## src/rtl/nmea_rmc_tx_pkg.sv

```systemverilog
// Shared constants, state encodings and character helpers for the $GPRMC transmitter.
package nmea_pkg;

  localparam int SENTENCE_LEN = 35;

  localparam logic [55:0] HDR_STR     = "$GPRMC,";
  localparam logic [7:0]  ASCII_STAR  = 8'h2A;
  localparam logic [7:0]  ASCII_COMMA = 8'h2C;
  localparam logic [7:0]  ASCII_CR    = 8'h0D;
  localparam logic [7:0]  ASCII_LF    = 8'h0A;
  localparam logic [7:0]  ASCII_A     = 8'h41;
  localparam logic [7:0]  ASCII_V     = 8'h56;

  localparam logic [5:0] HDR_LAST  = 6'd6;
  localparam logic [5:0] TIME_IDX  = 6'd7;
  localparam logic [5:0] STAT_IDX  = 6'd14;
  localparam logic [5:0] DATE_IDX  = 6'd22;
  localparam logic [5:0] CSUM_END  = 6'd29;
  localparam logic [5:0] STAR_IDX  = 6'd30;
  localparam logic [5:0] CSUM_IDX  = 6'd31;
  localparam logic [5:0] LAST_IDX  = 6'(SENTENCE_LEN - 1);

  typedef enum logic [1:0] {SEQ_IDLE, SEQ_LOAD, SEQ_SEND, SEQ_DONE} seq_state_t;
  typedef enum logic [1:0] {TX_IDLE, TX_START, TX_DATA, TX_STOP} tx_state_t;

  // Non-BCD nibbles deliberately come out as A-F so bad inputs are visible downstream.
  function automatic logic [7:0] hex_ascii(input logic [3:0] nib);
    if (nib < 4'd10) return 8'h30 + {4'h0, nib};
    else             return 8'h37 + {4'h0, nib};
  endfunction

  function automatic logic [3:0] bcd_digit(input logic [23:0] v, input logic [5:0] pos);
    case (pos)
      6'd0:    return v[23:20];
      6'd1:    return v[19:16];
      6'd2:    return v[15:12];
      6'd3:    return v[11:8];
      6'd4:    return v[7:4];
      default: return v[3:0];
    endcase
  endfunction

endpackage

```

## src/rtl/nmea_rmc_tx_if.sv

```systemverilog
// Control/status bundle between a sentence requester and the $GPRMC transmitter.
interface nmea_rmc_tx_if;
  logic [15:0] i_Clks_Per_Bit;
  logic        i_Start;
  logic [23:0] i_Time;
  logic [23:0] i_Date;
  logic        i_Valid;
  logic        o_TX_Serial;
  logic        o_Busy;
  logic        o_Done;

  modport master (
    output i_Clks_Per_Bit, i_Start, i_Time, i_Date, i_Valid,
    input  o_TX_Serial, o_Busy, o_Done
  );

  modport slave (
    input  i_Clks_Per_Bit, i_Start, i_Time, i_Date, i_Valid,
    output o_TX_Serial, o_Busy, o_Done
  );
endinterface

```

## src/rtl/nmea_rmc_tx_uart_tx.sv

```systemverilog
// 8N1 UART transmitter; pairs with UART_RX. Accepts a new byte in the last stop-bit
// cycle so back-to-back bytes run without an idle gap.
module uart_tx
  import nmea_pkg::*;
(
  input  logic        i_Clock,
  input  logic        i_Reset,
  input  logic [15:0] i_Clks_Per_Bit,
  input  logic        i_TX_DV,
  input  logic [7:0]  i_TX_Byte,
  output logic        o_TX_Serial,
  output logic        o_TX_Active,
  output logic        o_TX_Done
);

  tx_state_t   state_q, state_n;
  logic [15:0] cnt_q, cnt_n;
  logic [15:0] cpb_q, cpb_n;
  logic [2:0]  bit_q, bit_n;
  logic [7:0]  sh_q, sh_n;
  logic        ser_q, ser_n;
  logic        tc;
  logic        load;

  assign tc = (cnt_q == 16'd0);

  always_comb begin
    state_n = state_q;
    cnt_n   = cnt_q;
    cpb_n   = cpb_q;
    bit_n   = bit_q;
    sh_n    = sh_q;
    ser_n   = ser_q;
    load    = 1'b0;
    case (state_q)
      TX_IDLE: begin
        if (i_TX_DV) load = 1'b1;
      end
      TX_START: begin
        if (tc) begin
          state_n = TX_DATA;
          cnt_n   = cpb_q - 16'd1;
          ser_n   = sh_q[0];
          sh_n    = {1'b0, sh_q[7:1]};
          bit_n   = 3'd0;
        end else begin
          cnt_n = cnt_q - 16'd1;
        end
      end
      TX_DATA: begin
        if (tc) begin
          cnt_n = cpb_q - 16'd1;
          if (bit_q == 3'd7) begin
            state_n = TX_STOP;
            ser_n   = 1'b1;
          end else begin
            bit_n = bit_q + 3'd1;
            ser_n = sh_q[0];
            sh_n  = {1'b0, sh_q[7:1]};
          end
        end else begin
          cnt_n = cnt_q - 16'd1;
        end
      end
      TX_STOP: begin
        if (tc) begin
          if (i_TX_DV) load = 1'b1;
          else         state_n = TX_IDLE;
        end else begin
          cnt_n = cnt_q - 16'd1;
        end
      end
      default: state_n = TX_IDLE;
    endcase
    if (load) begin
      state_n = TX_START;
      cnt_n   = i_Clks_Per_Bit - 16'd1;
      cpb_n   = i_Clks_Per_Bit;
      sh_n    = i_TX_Byte;
      ser_n   = 1'b0;
      bit_n   = 3'd0;
    end
  end

  always_ff @(posedge i_Clock) begin
    if (i_Reset) begin
      state_q <= TX_IDLE;
      cnt_q   <= '0;
      cpb_q   <= '0;
      bit_q   <= '0;
      sh_q    <= '0;
      ser_q   <= 1'b1;
    end else begin
      state_q <= state_n;
      cnt_q   <= cnt_n;
      cpb_q   <= cpb_n;
      bit_q   <= bit_n;
      sh_q    <= sh_n;
      ser_q   <= ser_n;
    end
  end

  // Done one cycle early gives the sequencer its LOAD cycle inside the stop bit.
  assign o_TX_Done   = (state_q == TX_STOP) && (cnt_q == 16'd1);
  assign o_TX_Active = (state_q != TX_IDLE);
  assign o_TX_Serial = ser_q;

endmodule

```

## src/rtl/nmea_rmc_tx.sv

```systemverilog
// $GPRMC sentence generator: latches BCD time/date/status, builds the 35-byte sentence
// with XOR checksum and streams it through uart_tx.
//
//   state | meaning
//   IDLE  | waiting; on accept latches fields and hands byte 0 ('$') to the UART
//   LOAD  | hands byte[idx] to the UART (runs during the previous byte's last stop cycle)
//   SEND  | waits for the UART's end-of-byte indication
//   DONE  | last stop cycle; o_Done fires the following cycle
module nmea_rmc_tx
  import nmea_pkg::*;
(
  input  logic i_Clock,
  input  logic i_Reset,
  nmea_rmc_tx_if.slave bus
);

  seq_state_t  state_q, state_n;
  logic [5:0]  idx_q, idx_n;
  logic [7:0]  csum_q, csum_n;
  logic [23:0] time_q, date_q;
  logic        valid_q;
  logic        done_q;
  logic        accept;
  logic        tx_dv;
  logic        tx_serial;
  logic        tx_active;
  logic        tx_done;
  logic [7:0]  byte_mux;
  logic [5:0]  dig_pos;

  assign accept = (state_q == SEQ_IDLE) && bus.i_Start && !done_q;

  always_comb begin
    byte_mux = ASCII_COMMA;
    dig_pos  = '0;
    if (idx_q <= HDR_LAST) begin
      byte_mux = HDR_STR[(6'd48 - {idx_q[2:0], 3'b000}) +: 8];
    end else if (idx_q < TIME_IDX + 6'd6) begin
      dig_pos  = idx_q - TIME_IDX;
      byte_mux = hex_ascii(bcd_digit(time_q, dig_pos));
    end else if (idx_q == STAT_IDX) begin
      byte_mux = valid_q ? ASCII_A : ASCII_V;
    end else if (idx_q >= DATE_IDX && idx_q < DATE_IDX + 6'd6) begin
      dig_pos  = idx_q - DATE_IDX;
      byte_mux = hex_ascii(bcd_digit(date_q, dig_pos));
    end else if (idx_q == STAR_IDX) begin
      byte_mux = ASCII_STAR;
    end else if (idx_q == CSUM_IDX) begin
      byte_mux = hex_ascii(csum_q[7:4]);
    end else if (idx_q == CSUM_IDX + 6'd1) begin
      byte_mux = hex_ascii(csum_q[3:0]);
    end else if (idx_q == LAST_IDX - 6'd1) begin
      byte_mux = ASCII_CR;
    end else if (idx_q == LAST_IDX) begin
      byte_mux = ASCII_LF;
    end
  end

  always_comb begin
    state_n = state_q;
    idx_n   = idx_q;
    csum_n  = csum_q;
    tx_dv   = 1'b0;
    case (state_q)
      SEQ_IDLE: begin
        if (accept) begin
          tx_dv   = 1'b1;
          state_n = SEQ_SEND;
        end
      end
      SEQ_LOAD: begin
        tx_dv   = 1'b1;
        state_n = SEQ_SEND;
        if (idx_q <= CSUM_END) csum_n = csum_q ^ byte_mux;
      end
      SEQ_SEND: begin
        if (tx_done) begin
          if (idx_q == LAST_IDX) begin
            state_n = SEQ_DONE;
          end else begin
            idx_n   = idx_q + 6'd1;
            state_n = SEQ_LOAD;
          end
        end
      end
      SEQ_DONE: begin
        state_n = SEQ_IDLE;
        idx_n   = '0;
        csum_n  = '0;
      end
      default: state_n = SEQ_IDLE;
    endcase
  end

  always_ff @(posedge i_Clock) begin
    if (i_Reset) begin
      state_q <= SEQ_IDLE;
      idx_q   <= '0;
      csum_q  <= '0;
      time_q  <= '0;
      date_q  <= '0;
      valid_q <= 1'b0;
      done_q  <= 1'b0;
    end else begin
      state_q <= state_n;
      idx_q   <= idx_n;
      csum_q  <= csum_n;
      done_q  <= (state_q == SEQ_DONE);
      if (accept) begin
        time_q  <= bus.i_Time;
        date_q  <= bus.i_Date;
        valid_q <= bus.i_Valid;
      end
    end
  end

  uart_tx u_uart_tx (
    .i_Clock        (i_Clock),
    .i_Reset        (i_Reset),
    .i_Clks_Per_Bit (bus.i_Clks_Per_Bit),
    .i_TX_DV        (tx_dv),
    .i_TX_Byte      (byte_mux),
    .o_TX_Serial    (tx_serial),
    .o_TX_Active    (tx_active),
    .o_TX_Done      (tx_done)
  );

  assign bus.o_TX_Serial = tx_serial;
  assign bus.o_Busy      = (state_q != SEQ_IDLE) || tx_active;
  assign bus.o_Done      = done_q;

endmodule

```

## src/flat_wrapper.sv

```systemverilog
// flat-port wrapper written by rule: the top's interface ports become plain ports
module nmea_rmc_tx_flat import nmea_pkg::*;
  (i_Clock, i_Reset, bus_i_Clks_Per_Bit, bus_i_Start, bus_i_Time, bus_i_Date, bus_i_Valid, bus_o_TX_Serial, bus_o_Busy, bus_o_Done);
  nmea_rmc_tx_if bus_i ();
  input  logic i_Clock;
  input  logic i_Reset;
  input wire logic [$bits(bus_i.i_Clks_Per_Bit)-1:0] bus_i_Clks_Per_Bit;
  input wire logic [$bits(bus_i.i_Start)-1:0] bus_i_Start;
  input wire logic [$bits(bus_i.i_Time)-1:0] bus_i_Time;
  input wire logic [$bits(bus_i.i_Date)-1:0] bus_i_Date;
  input wire logic [$bits(bus_i.i_Valid)-1:0] bus_i_Valid;
  output wire logic [$bits(bus_i.o_TX_Serial)-1:0] bus_o_TX_Serial;
  output wire logic [$bits(bus_i.o_Busy)-1:0] bus_o_Busy;
  output wire logic [$bits(bus_i.o_Done)-1:0] bus_o_Done;
  assign bus_i.i_Clks_Per_Bit = bus_i_Clks_Per_Bit;
  assign bus_i.i_Start = bus_i_Start;
  assign bus_i.i_Time = bus_i_Time;
  assign bus_i.i_Date = bus_i_Date;
  assign bus_i.i_Valid = bus_i_Valid;
  assign bus_o_TX_Serial = bus_i.o_TX_Serial;
  assign bus_o_Busy = bus_i.o_Busy;
  assign bus_o_Done = bus_i.o_Done;
  nmea_rmc_tx u_core (.i_Clock(i_Clock), .i_Reset(i_Reset), .bus(bus_i));
endmodule
```

## config.mk

```make
export PLATFORM = sky130hd
export DESIGN_NAME = nmea_rmc_tx_flat
export DESIGN_NICKNAME = d
export VERILOG_FILES = /design/src/rtl/nmea_rmc_tx_pkg.sv /design/src/rtl/nmea_rmc_tx_if.sv /design/src/rtl/nmea_rmc_tx_uart_tx.sv /design/src/rtl/nmea_rmc_tx.sv /design/src/flat_wrapper.sv
export SDC_FILE = /design/constraint.sdc
export NUM_CORES = 1
export LEC_CHECK = 0
export CORE_UTILIZATION = 40
export DETAILED_ROUTE_END_ITERATION = 8
export PLACE_DENSITY = 0.55
export SLEW_MARGIN = 40
export SYNTH_ARGS = -nofsm -noshare
export SYNTH_HDL_FRONTEND = slang
export SYNTH_HIERARCHICAL = 1
export SYNTH_SLANG_ARGS = --single-unit
```

## constraint.sdc

```tcl
create_clock -name i_Clock -period 9.65 [get_ports i_Clock]
set_input_delay 1.4475 -clock i_Clock [delete_from_list [all_inputs] [get_ports i_Clock]]
set_output_delay 1.4475 -clock i_Clock [all_outputs]
set_load 0.01 [all_outputs]
```

* Word-level counts from Yosys, hierarchy flattened
Cells that the tools add are included.
** Storage, ports and cells
- Output and inout bits :: 3
- Word-level logic and storage cells :: 172
- Input bits :: 68
- Register bits :: 112
** Cells by class
- Reduce and logical (&&, ||, !) cells :: 31
- Magnitude comparators :: 9
- Bitwise operators :: 1
- Shift-type cells :: 1
- Muxes and demuxes :: 61
- $add $sub $neg :: 16
- Equality and inequality tests :: 39
** Operator list (number)
- $mux 8 :: 17
- $add 6x4->7 const A :: 8
- $shiftx 56x7->8 const A :: 1
- $mux 16 :: 3
- $sub 16x1->16 const B :: 3
- $pmux 4 s5 :: 2
- $pmux 16 s2 :: 1
- $pmux 8 s2 :: 2
- $eq 6x2->1 const B :: 4
- $mux 4 :: 6
- $ne 3x3->1 const B :: 7
- $eq 6x6->1 const B :: 3
- $mux 6 :: 3
- $eq 16x1->1 const B :: 1
- $logic_not 16->1 :: 1
- $lt 4x4->1 const B :: 4
- $mux 2 :: 8
- $ne 2x2->1 const B :: 7
- $eq 6x1->1 const B :: 2
- $eq 6x3->1 const B :: 2
- $eq 6x5->1 const B :: 2
- $logic_not 6->1 :: 2
- $pmux 6 s2 :: 1
- $reduce_and 6->1 :: 2
- 34 further kinds :: 66

* Depth between registers and ports, before layout
- Depth in word-level cells :: 16
- Depth in mapped cells :: 15
- Gate-level depth less buffers :: 14

* Hierarchy
The synthesis kept the hierarchy.
** By module, submodules not included
- nmea_rmc_tx :: area each 4062.6 sq um, cells an instance 539, seq. area each 1321.3 sq um, instances 1
- uart_tx :: area each 3120.5 sq um, cells an instance 393, seq. area each 920.9 sq um, instances 1

* Worst setup path before layout
OpenSTA, ideal clock, no wires.
- Path kind :: reg2reg
- Start point :: register u_core.idx_q[0]
- End point :: register u_core.u_uart_tx.sh_q[1]
- Buffers on the path :: 1
- Library setup time :: 0.086 ns
- Path slack :: 6.494 ns
- Arrival :: 3.070 ns
- Cell stages (with the launch flop) :: 14
- Period minus slack after synthesis :: 3.156 ns
- Data required time :: 9.564 ns
- Cells stage by stage :: dfxtp_1 > inv_1 > ha_1 > buf_2 > or4_4 > nand2b_2 > a2bb2oi_4 > a21oi_1 > nor4_1 > mux2_2 > o21ai_1 > a21o_1 > nor2_1 > a211oi_1
** Between the ends
- Longest elaborated chain between the ends :: 14
- Elaborated cells on any way between the ends :: 51
- Classes of those cells :: add/sub (7); order compare (6); eq/ne (14); shift (1); mux (20); reduce/logical (3)
** RTL lines
- start: declaration :: RTL line nmea_rmc_tx.sv:18 : logic [5:0] idx_q, idx_n;
- start signal: assignment :: RTL line nmea_rmc_tx.sv:106 : idx_q <= idx_n;
- $sub 6x5->6 :: RTL line nmea_rmc_tx.sv:44 : dig_pos = idx_q - DATE_IDX;
- $eq 6x3->1 (tied with other cells) :: RTL line nmea_rmc_tx_pkg.sv:33 : case (pos)
- $pmux 4 s5 :: RTL line nmea_rmc_tx_pkg.sv:33
- $mux 4 :: RTL line nmea_rmc_tx.sv:43 : end else if (idx_q >= DATE_IDX && idx_q < DATE_IDX + 6'd6) begin
- $mux 4 :: RTL line nmea_rmc_tx.sv:41 : end else if (idx_q == STAT_IDX) begin
- $mux 4 :: RTL line nmea_rmc_tx.sv:38 : end else if (idx_q < TIME_IDX + 6'd6) begin
- $mux 4 :: RTL line nmea_rmc_tx.sv:36 : if (idx_q <= HDR_LAST) begin
- $add 6x4->7 (tied with other cells) :: RTL line nmea_rmc_tx_pkg.sv:29 : else return 8'h37 + {4'h0, nib};
- $mux 8 :: RTL line nmea_rmc_tx_pkg.sv:28 : if (nib < 4'd10) return 8'h30 + {4'h0, nib};
- $mux 8 :: RTL line nmea_rmc_tx.sv:43
- $mux 8 :: RTL line nmea_rmc_tx.sv:41
- $mux 8 :: RTL line nmea_rmc_tx.sv:38
- $mux 8 (*) :: RTL line nmea_rmc_tx.sv:36
- named net u_core.byte_mux[1] :: RTL line nmea_rmc_tx.sv:28 : logic [7:0] byte_mux;
- $mux 8 (*) :: RTL line nmea_rmc_tx_uart_tx.sv:75 : if (load) begin
- end signal: assignment :: RTL line nmea_rmc_tx_uart_tx.sv:98 : sh_q <= sh_n;
- end: declaration :: RTL line nmea_rmc_tx_uart_tx.sv:20 : logic [7:0] sh_q, sh_n;
The timed path passes the listed nets; every way through them passes the cells marked *. The select of a mux whose other input is x is not followed.
A chain may end at the register's enable or synchronous reset.

* Worst setup path in the final report
- Start point :: register u_core.idx_q[0]
- End point :: register u_core.u_uart_tx.sh_q[6]
The elaborated chain is that of the path after synthesis.

==> summary.txt <==
Final #Nets: 1,051
Clock root buffer: clkbuf_16
Unrepaired setup endpoints after global routing: no
Post-CTS setup buffer count: 0
Core ar.: 0.0174 mm^2
Adder-Cell Fraction of Synth Area: 4.01%
Worst hold path startpoint: u_core/u_uart_tx/bit_q[1]
Clock Skew: 0.0207 ns
Top_reg_cell synth: dfxtp_1
Post-synth cell types: 96
Die W: 136 um
Drt wl/cell: 16.6 um
Layout cells sized above 1: 7.15%
Site row count: 48
Worst hold path class: register to register
Area Growth Syn to Fin: 15.2%
WL final: 19,800 um
Antenna cell count: 0
Compound-Gate Fraction of Synth Area: 25.1%
Final core utilization: 47.5%
Synth Area in Simple Gates: 26.8%
Htree depth: 3
Full die area: 0.0185 mm^2
Hold depth: 2
Worst-path clk slew: 0.09 ns
EDFF count, synth: 0
Warnings, synthesis: 6
GRT Total Usage: 22.3%
Mux share of post-synthesis cell area: 2.73%
Sequential area share after synthesis: 31.2%
Mapped Cells: 932
DR iter-0 viols: 437
Post-synth top cells: nand2_1 (180), dfxtp_1 (112), a21oi_1 (103), nor2_1 (70), clkbuf_1 (36)
Worst r2r src: u_core/idx_q[0]
Max-cap violations: 0
Min Tclk post-route: 4.03 ns
Setup TNS: 0 ns
Top cells by area, synth: dfxtp_1 (31%), nand2_1 (9.4%), a21oi_1 (7.2%)
Max frequency: 248 MHz
Setup Viol. Count Final: 0
Synth Register Bits: 112
FF-to-FF path depth: 13
Worst R2R Setup Slack: 5.62 ns
Worst path arrival time: 4.30 ns
RR Endpoint: u_core/u_uart_tx/sh_q[6]
Total Power: 1.76 mW
Start-to-end type of the worst setup path: register to register
Status: finished clean
1st-pass router iterations: 5
GP Congestion: 0.894
CTS Buffer Depth: 2
Hold-fix buffers at CTS: 0
Final worst path period share: 41.7%
Critical Path Source Type: register
Post-route ant nets: 0
Number of global-route vias before repair: 6,257
Fraction of synthesized cell area in xor and xnor cells: 4.98%
Crit path capture type: register
Count leader, synth: nand2_1
Syn nets: 1,023
Max-slew violations: 0
Clock Sinks: 112
Synth Cell Area: 0.00718 mm^2
VDD IR-drop max: 141 uV
Cell Pwr Density: 213 mW/mm^2
Total gr overflow: 0
Initial Utilization: 41.2%
Async S/R FF share, synth: 0%
Vias: 6,708
Vias per Instance: 5.64
TritonCTS Buffers: 9
TritonCTS clock tree: yes
Slew headroom: 43.4%
Largest net degree at the start of global routing: 89
Worst skew pair latency: 0.38 ns
Largest family of logic cells by synthesized area: simple AND/OR/NAND/NOR gates
Post-Syn Area per Cell: 7.71 um^2
Remaining DRCs: 0
Post-DP HPWL: 14,100 um
Global-route wire length before repair: 32,700 um
CP Data Required Time: 9.92 ns
Final hold viol count: 0
Die height: 136 um
# resized after CTS: 0
Input/output buffers: 70
CP Max Fanout: 15
Hold endpoint: u_core/u_uart_tx/bit_q[1]
I/O pin cnt: 71
Worst hold slack: 0.459 ns
Synth top area share: 31.2%
Cell taking the most area after synthesis: dfxtp_1
Worst Tran Pin Value: 0.850 ns
Leakage: 2.93 nW
Initial antenna violation count: 0
==> stage by stage <==
step                      std cells  setup WS (ns)  cell area, um^2
after floorplan                 932           6.49             7180
after global placement         1174           5.58             7940
after detailed placement       1174           5.52             7950
after CTS                      1190           5.70             8260
after global routing           1190           5.30             8270
final                          1190           5.62             8270
==> metal layers <==
layer | up-vias | global-route usage, % | part of all wire, %
met3 | 20 | 2.91 | 3.9
met2 | 162 | 36.3 | 46
met4 | 0 | 5.56 | 1.4
met1 | 3115 | 30.8 | 49
li1 | 3411 | - | -
met5 | - | 0 | 0
==> placed cells by master (no fill, tap or decap), types with 4 or more instances in the layout <==
cell,count
clkdlybuf4s50_1,69
nand4_1,7
nand2b_1,7
xnor2_1,21
a31oi_1,14
nor3_1,26
or3_1,13
a21oi_2,4
a211oi_1,24
nand2_1,180
ha_1,23
a21o_1,4
and2_1,8
and3_1,4
nand3_1,16
nor2b_1,8
inv_1,22
or4_1,4
o21ai_0,31
or4_4,5
dfxtp_1,112
clkbuf_16,9
a22oi_1,12
nor3b_1,6
mux2i_1,14
a21oi_1,101
a311oi_1,6
o31ai_1,5
o211ai_1,7
buf_4,5
nor4_1,12
nor2_1,70
xor2_1,18
inv_8,4
==> state kept, by name, indices dropped and copies added, names as in the netlist <==
signal	cells
u_core/date_q	24
u_core/time_q	24
u_core/u_uart_tx/cnt_q	16
u_core/u_uart_tx/cpb_q	16
u_core/csum_q	8
u_core/u_uart_tx/sh_q	8
u_core/idx_q	6
u_core/u_uart_tx/bit_q	3
u_core/state_q	2
u_core/u_uart_tx/state_q	2
u_core/bus.o_Done	1
u_core/u_uart_tx/o_TX_Serial	1
u_core/valid_q	1
==> layout make-up <==
class	instances	area, um^2
tap	225	282
clock buffer	9	225
sequential	112	2240
fill	1810	9140
multi-input combinational	739	4600
timing repair buffer	76	744
inverter	22	82.6
clock inverter	7	92.6
==> worst max-delay path: stages, from the launching register on <==
cell and delay (ns):
dfxtp_1 0.57, ha_1 0.69, xor2_1 0.65, and3_1 0.25
a311oi_1 0.06, o2bb2ai_2 0.24, inv_1 0.10, ha_1 0.23
o21bai_1 0.14, a21oi_1 0.13, a311oi_1 0.43, nand2b_1 0.16
nor2_1 0.05, a211oi_1 0.20
==> where the power goes <==
| part | internal [mW] | total (mW) | switching (mW) |
|---|---|---|---|
| Sequential | 0.531 | 0.611 | 0.0794 |
| Clock | 0.211 | 0.412 | 0.201 |
| Combinational | 0.303 | 0.742 | 0.439 |
| Total | 1.04 | 1.76 | 0.720 |
==> kinds of logic (layout without fill, tap and decap cells) <==
family	after synthesis	count (layout)
flops	112	112
compound gates	265	265
buf+inv	81	114
other cells	1	1
xor+xnor	40	40
mux	18	18
fa+ha+maj	23	23
simple gates	392	392
==> worst max path at each step <==
stage | slack, ns | endpoint | start | cells past startpoint
after global routing | 5.30 | u_core/u_uart_tx/sh_q[6] | u_core/idx_q[0] | 13
final | 5.62 | u_core/u_uart_tx/sh_q[6] | u_core/idx_q[0] | 13
after floorplan | 6.49 | u_core/u_uart_tx/sh_q[1] | u_core/idx_q[0] | 13
after detailed placement | 5.52 | u_core/u_uart_tx/cnt_q[9] | bus_i_Start | 9
after global placement | 5.58 | u_core/u_uart_tx/cnt_q[12] | bus_i_Start | 9
after CTS | 5.70 | u_core/u_uart_tx/sh_q[6] | u_core/idx_q[0] | 13
Power figures use the tool's default switching activity.
